--- src/rtl/ffsr_spike_scheduler.sv ---
// ffsr_spike_scheduler
//
// Shares the single update port of an FFSR spike-counter bank between
// N_REQ spike requesters. Each granted request becomes one inc or dec strobe
// to the counter whose index matches the requester. Requests are arbitrated
// round-robin with a valid/ready handshake.
//
// A free-running leak timer periodically asks for a leak sweep. A sweep
// issues one decrement to every counter index in turn. Request service then
// resumes. Leak has priority over requests.
//
// Parameters
//   N_REQ        number of requesters, which is also the number of counter indices (>=2)
//   IDX_W        width of upd_idx, clog2(N_REQ)
//   LEAK_PERIOD  cycles between leak triggers while leak_en=1 (>=2)
//
// Ports
//   clk        in   clock, all state updates on posedge
//   rst        in   synchronous active-high reset
//   req_valid  in   [N_REQ] per-requester spike request
//   req_dec    in   [N_REQ] per-requester direction, 1=dec 0=inc, stable while valid
//   req_ready  out  [N_REQ] one-hot combinational grant, zero outside IDLE
//   leak_en    in   enables the leak timer
//   upd_valid  out  registered update strobe to the counter bank
//   upd_idx    out  [IDX_W] target counter index
//   upd_inc    out  increment strobe
//   upd_dec    out  decrement strobe
//   leak_busy  out  high while a leak sweep is in progress
//   stall_cnt  out  [16] saturating count of stalled request cycles
//                   (present only when FFSR_SCHED_STATS_EN is defined)
//
// Configuration
//   FFSR_SCHED_STATS_EN  when defined, adds the stall_cnt port and its counter.

module ffsr_spike_scheduler #(
  parameter int N_REQ       = 4,
  parameter int IDX_W       = 2,
  parameter int LEAK_PERIOD = 16
) (
  input  logic             clk,
  input  logic             rst,
  input  logic [N_REQ-1:0] req_valid,
  input  logic [N_REQ-1:0] req_dec,
  output logic [N_REQ-1:0] req_ready,
  input  logic             leak_en,
  output logic             upd_valid,
  output logic [IDX_W-1:0] upd_idx,
  output logic             upd_inc,
  output logic             upd_dec,
  output logic             leak_busy
`ifdef FFSR_SCHED_STATS_EN
  ,
  output logic [15:0]      stall_cnt
`endif
);

  localparam int TIMER_W = (LEAK_PERIOD > 1) ? $clog2(LEAK_PERIOD) : 1;
  localparam logic [TIMER_W-1:0] TIMER_LAST = TIMER_W'(LEAK_PERIOD - 1);
  localparam logic [IDX_W-1:0]   LAST_IDX   = IDX_W'(N_REQ - 1);

  typedef enum logic {
    IDLE = 1'b0,
    LEAK = 1'b1
  } state_t;

  state_t             state, state_nxt;
  logic [IDX_W-1:0]   rr_ptr, rr_ptr_nxt;
  logic [IDX_W-1:0]   sweep_idx, sweep_idx_nxt;
  logic [TIMER_W-1:0] timer;
  logic               leak_pend;
  logic               pend_clr;

  logic               found;
  logic [IDX_W-1:0]   winner;

  logic               upd_valid_nxt;
  logic [IDX_W-1:0]   upd_idx_nxt;
  logic               upd_dir, upd_dir_nxt;

  // Round-robin search: the first valid requester at or after rr_ptr,
  // wrapping modulo N_REQ.
  always_comb begin
    int               cand;
    logic [IDX_W-1:0] cidx;
    found  = 1'b0;
    winner = '0;
    cand   = 0;
    cidx   = '0;
    for (int k = 0; k < N_REQ; k++) begin
      cand = int'(rr_ptr) + k;
      if (cand >= N_REQ) begin
        cand = cand - N_REQ;
      end
      cidx = IDX_W'(cand);
      if (!found && req_valid[cidx]) begin
        found  = 1'b1;
        winner = cidx;
      end
    end
  end

  // Next-state and grant logic. Grants are withheld during reset because the
  // requester would drop its request while the update it asked for is lost.
  // A pending leak blocks grants in IDLE so the sweep entry cycle issues
  // nothing.
  always_comb begin
    state_nxt     = state;
    rr_ptr_nxt    = rr_ptr;
    sweep_idx_nxt = sweep_idx;
    pend_clr      = 1'b0;
    req_ready     = '0;
    upd_valid_nxt = 1'b0;
    upd_idx_nxt   = upd_idx;
    upd_dir_nxt   = upd_dir;
    case (state)
      IDLE: begin
        if (leak_pend) begin
          state_nxt     = LEAK;
          sweep_idx_nxt = '0;
          pend_clr      = 1'b1;
        end else if (found && !rst) begin
          req_ready[winner] = 1'b1;
          upd_valid_nxt     = 1'b1;
          upd_idx_nxt       = winner;
          upd_dir_nxt       = req_dec[winner];
          rr_ptr_nxt        = (winner == LAST_IDX) ? '0 : winner + 1'b1;
        end
      end
      LEAK: begin
        upd_valid_nxt = 1'b1;
        upd_idx_nxt   = sweep_idx;
        upd_dir_nxt   = 1'b1;
        if (sweep_idx == LAST_IDX) begin
          state_nxt     = IDLE;
          sweep_idx_nxt = '0;
        end else begin
          sweep_idx_nxt = sweep_idx + 1'b1;
        end
      end
      default: begin
        state_nxt = IDLE;
      end
    endcase
  end

  // State, arbitration pointer, sweep position, and the registered update port.
  always_ff @(posedge clk) begin
    if (rst) begin
      state     <= IDLE;
      rr_ptr    <= '0;
      sweep_idx <= '0;
      upd_valid <= 1'b0;
      upd_idx   <= '0;
      upd_dir   <= 1'b0;
    end else begin
      state     <= state_nxt;
      rr_ptr    <= rr_ptr_nxt;
      sweep_idx <= sweep_idx_nxt;
      upd_valid <= upd_valid_nxt;
      upd_idx   <= upd_idx_nxt;
      upd_dir   <= upd_dir_nxt;
    end
  end

  // Leak timer. It keeps running during a sweep. A wrap that coincides with
  // the consumption of an older trigger wins, so a trigger is never lost.
  // A wrap that finds leak_pend already set merges into that trigger.
  always_ff @(posedge clk) begin
    if (rst) begin
      timer     <= '0;
      leak_pend <= 1'b0;
    end else if (!leak_en) begin
      timer     <= '0;
      leak_pend <= 1'b0;
    end else if (timer == TIMER_LAST) begin
      timer     <= '0;
      leak_pend <= 1'b1;
    end else begin
      timer <= timer + 1'b1;
      if (pend_clr) begin
        leak_pend <= 1'b0;
      end
    end
  end

  assign upd_inc   = upd_valid & ~upd_dir;
  assign upd_dec   = upd_valid & upd_dir;
  assign leak_busy = (state == LEAK);

`ifdef FFSR_SCHED_STATS_EN
  logic stall;

  assign stall = (|req_valid) & ~(|(req_valid & req_ready));

  // Counts cycles in which someone is asking but nobody transfers.
  // The count saturates instead of wrapping.
  always_ff @(posedge clk) begin
    if (rst) begin
      stall_cnt <= '0;
    end else if (stall && (stall_cnt != 16'hFFFF)) begin
      stall_cnt <= stall_cnt + 16'd1;
    end
  end
`endif

endmodule

--- config.mk ---
export PLATFORM = sky130hd
export DESIGN_NAME = ffsr_spike_scheduler
export DESIGN_NICKNAME = d
export VERILOG_FILES = /design/src/rtl/ffsr_spike_scheduler.sv
export SDC_FILE = /design/constraint.sdc
export NUM_CORES = 1
export LEC_CHECK = 0
export CORE_AREA = 2 2 46 48
export CTS_CLUSTER_SIZE = 14
export DETAILED_ROUTE_END_ITERATION = 6
export DIE_AREA = 0 0 48 50
export GPL_ROUTABILITY_DRIVEN = 0
export PLACE_DENSITY = 0.68
export RECOVER_POWER = 50
export SLEW_MARGIN = 20
export SYNTH_ARGS = -nofsm -noshare
export SYNTH_HDL_FRONTEND = slang
export SYNTH_SLANG_ARGS = --single-unit
--- constraint.sdc ---
create_clock -name clk -period 3 [get_ports clk]
set_clock_uncertainty 0.15 [all_clocks]
set_input_delay 0.6 -clock clk [delete_from_list [all_inputs] [get_ports clk]]
set_output_delay 0.6 -clock clk [all_outputs]
set_load 0.02 [all_outputs]
==> impl_metrics.env <==
export IMPL_syn_nets=99
export IMPL_cp_required_ns=2.25
export IMPL_seq_area_sq_um=280
export IMPL_fillerInstances=176
export IMPL_start_util_pct=38.9
export IMPL_grt_max_degree=11
export IMPL_drtIter0Drc=17
export IMPL_worstPathArrival_ns=2.08
export IMPL_finalNonFillerCells=146
export IMPL_die_w_um=48
export IMPL_rsz0062_at_grt="false"
export IMPL_worstSetupPathType="input port to output port"
export IMPL_worstPathMaxFanout=4
export IMPL_synth_warnings=0
export IMPL_power_uw=553
export IMPL_hold_viol=0
export IMPL_slew_headroom_pct=65.2
export IMPL_drc=0
export IMPL_placed_area_sq_um=1050
export IMPL_wl_per_cell_um=11.1
export IMPL_gr_total_overflow=0
export IMPL_cts_made_buffers=3
export IMPL_preCtsSetupSlack_ns=-0.337
export IMPL_synth_cells=85
export IMPL_grt_first_pass_wirelength_um=2460
export IMPL_period_needed_ns=2.83
export IMPL_hold_class="flop to flop"
export IMPL_core_area_sq_um=1900
export IMPL_cts_root_buf="clkbuf_4"
export IMPL_maxSlewViolCount=0
export IMPL_antennaDiodeCount=0
export IMPL_synthDistinctLibCells=31
export IMPL_die_y_um=50
export IMPL_clkSinkCount=14
export IMPL_die_area_sq_um=2400
export IMPL_setup_viol=0
export IMPL_tightestPinTransition_ns=0.518
export IMPL_first_pass_iters=4
export IMPL_fmax_ghz=0.353
export IMPL_outcome="finished clean"
export IMPL_grt_use_total_pct=14.4
export IMPL_async_reset_ff_share_pct=0
export IMPL_whs_ns=0.305
export IMPL_vdd_drop_max_v=0.000268
export IMPL_num_vias=708
export IMPL_p_per_area_nw_per_um2=511
export IMPL_htreeDepth=1
export IMPL_nNetsFinal=135
export IMPL_dpl_cell_count=141
export IMPL_worst_setup_path_start_kind="input port"
export IMPL_yosysSeqAreaShare_pct=37.9
export IMPL_cts_path_max_buffers=2
export IMPL_fin_crit_sh_pct=94.4
export IMPL_vias_per_cell=4.85
export IMPL_syn_cell_area_sq_um=739
export IMPL_multi_input_area_sq_um=445
export IMPL_synth_edf_count=0
export IMPL_synthToLayoutAreaGrowth_pct=46.5
export IMPL_fin_ws_ns=0.169
export IMPL_avgSynthCellArea_sq_um=8.70
export IMPL_cts_tree="yes"
export IMPL_synthFlopType="dfxtp_1"
export IMPL_num_rows=16
export IMPL_io_pins=21
export IMPL_port_buffers=20
export IMPL_end_kind="output port"
export IMPL_final_cell_area_sq_um=1080
export IMPL_antenna_found_initial=0
export IMPL_leakagePower_uw=0.000475
export IMPL_grt_pass1_vias=631
export IMPL_hpwl_um=1190
export IMPL_drt_total_wl_um=1620
export IMPL_drtAntennaViolNets=0
export IMPL_ys_ff_latch=14
export IMPL_maxCapViolCount=0
export IMPL_drive_gt1_share_pct=22.7
export IMPL_clock_latency_ns=0.27
export IMPL_clkSlewWorstSetupHoldPaths_ns=0.07
-- flip-flops by register name (all words and copies together), names as in the netlist --
name,count
leak_busy,1
rr_ptr,2
sweep_idx,2
upd_idx,2
upd_dir,1
upd_valid,1
timer,4
leak_pend,1
-- worst paths after layout --
check                    startpoint                   end  slack, ns  cells after the start
min reg2reg     timer[0]$_SDFF_PP0_   timer[0]$_SDFF_PP0_       0.31                      1
max reg2reg  rr_ptr[0]$_SDFFE_PP0P_  upd_dir$_SDFFE_PP0P_       1.12                      8
min             timer[0]$_SDFF_PP0_   timer[0]$_SDFF_PP0_       0.31                      1
max                             rst          req_ready[0]       0.17                      5
-- cell families after synthesis --
family,Yosys count,share of synthesized area [%]
AOI/OAI and AO/OA,16,16.7
xor gates and xnor gates,2,2.37
adders and majority gates,3,5.08
buffers and inverters,7,3.55
DFF,14,37.9
muxes,2,2.71
and+or+nand+nor,41,31.6
-- area by class of cell --
class / count / area share (%)
Multi-Input combinational cell: 64 / 41.1
Sequential cell: 14 / 25.9
Timing Repair Buffer: 33 / 26.1
Tap cell: 27 / 3.12
Inverter: 5 / 1.73
Clock buffer: 3 / 2.08
-- synth_stat cells (2+ instances only) --
| master | instances | area, sq um |
|---|---|---|
| dfxtp_1 | 14 | 280 |
| nor2_1 | 14 | 52.6 |
| nand2b_1 | 6 | 37.5 |
| inv_1 | 5 | 18.8 |
| a21oi_1 | 4 | 20.0 |
| nand2_1 | 4 | 15.0 |
| ha_1 | 3 | 37.5 |
| o21ai_0 | 3 | 15.0 |
| a211oi_1 | 2 | 15.0 |
| and2_1 | 2 | 12.5 |
| clkbuf_1 | 2 | 7.51 |
| mux2i_1 | 2 | 20.0 |
| nand3_1 | 2 | 10.0 |
| nor2b_1 | 2 | 12.5 |
| nor3_1 | 2 | 10.0 |
| nor3b_1 | 2 | 15.0 |
| nor4_2 | 2 | 25.0 |
-- layout by cell type, fill, tap and decap left out, types with 2 or more instances in the layout --
cell / synthesis / final
a211oi_1: 2 / 2
a21oi_1: 4 / 4
and2_1: 2 / 2
buf_4: 0 / 13
clkbuf_2: 0 / 2
clkbuf_4: 0 / 3
clkdlybuf4s50_1: 0 / 10
dfxtp_1: 14 / 14
dlygate4sd2_1: 0 / 2
dlygate4sd3_1: 0 / 3
ha_1: 3 / 3
inv_1: 5 / 5
mux2i_1: 2 / 2
nand2_1: 4 / 4
nand2b_1: 6 / 5
nand3_1: 2 / 2
nor2_1: 14 / 14
nor2b_1: 2 / 2
nor3_1: 2 / 2
nor3b_1: 2 / 2
o21ai_0: 3 / 3
-- power by group --
| group | internal (uW) | switching, uW |
|---|---|---|
| Combinational | 124 | 107 |
| Sequential | 205 | 17.5 |
| Clock | 46.5 | 53.6 |
| Total | 375 | 178 |
-- worst max-delay path, cell delays in order --
cell and delay, ns:
dlygate4sd3_1 0.56, nor4_2 0.47, nand2b_4 0.09, nor2_1 0.09, clkdlybuf4s15_2 0.26
-- repair_timing --
item	in CTS	in global routing
pin swaps	0	1
hold buffers	0	0
endpoints found under the setup margin	4	4
setup buffers	0	2
gates resized for setup	11	9
-- per-stage QoR --
| step | utilization (%) | TNS, ns |
|---|---|---|
| floorplan | - | 0 |
| global placement | 55.1 | -1.13 |
| detailed placement | 55.1 | -1.24 |
| CTS | 56.8 | -0.0177 |
| global route | 57.0 | 0 |
| finish | 57.0 | 0 |
-- metal layers --
layer	GRT usage, %	part of all wire, %
met5	0	0
met4	9.01	0.87
met3	2.93	5.8
met2	22.4	49
met1	17.1	45
Note: power is estimated with default switching activity, not from simulation.
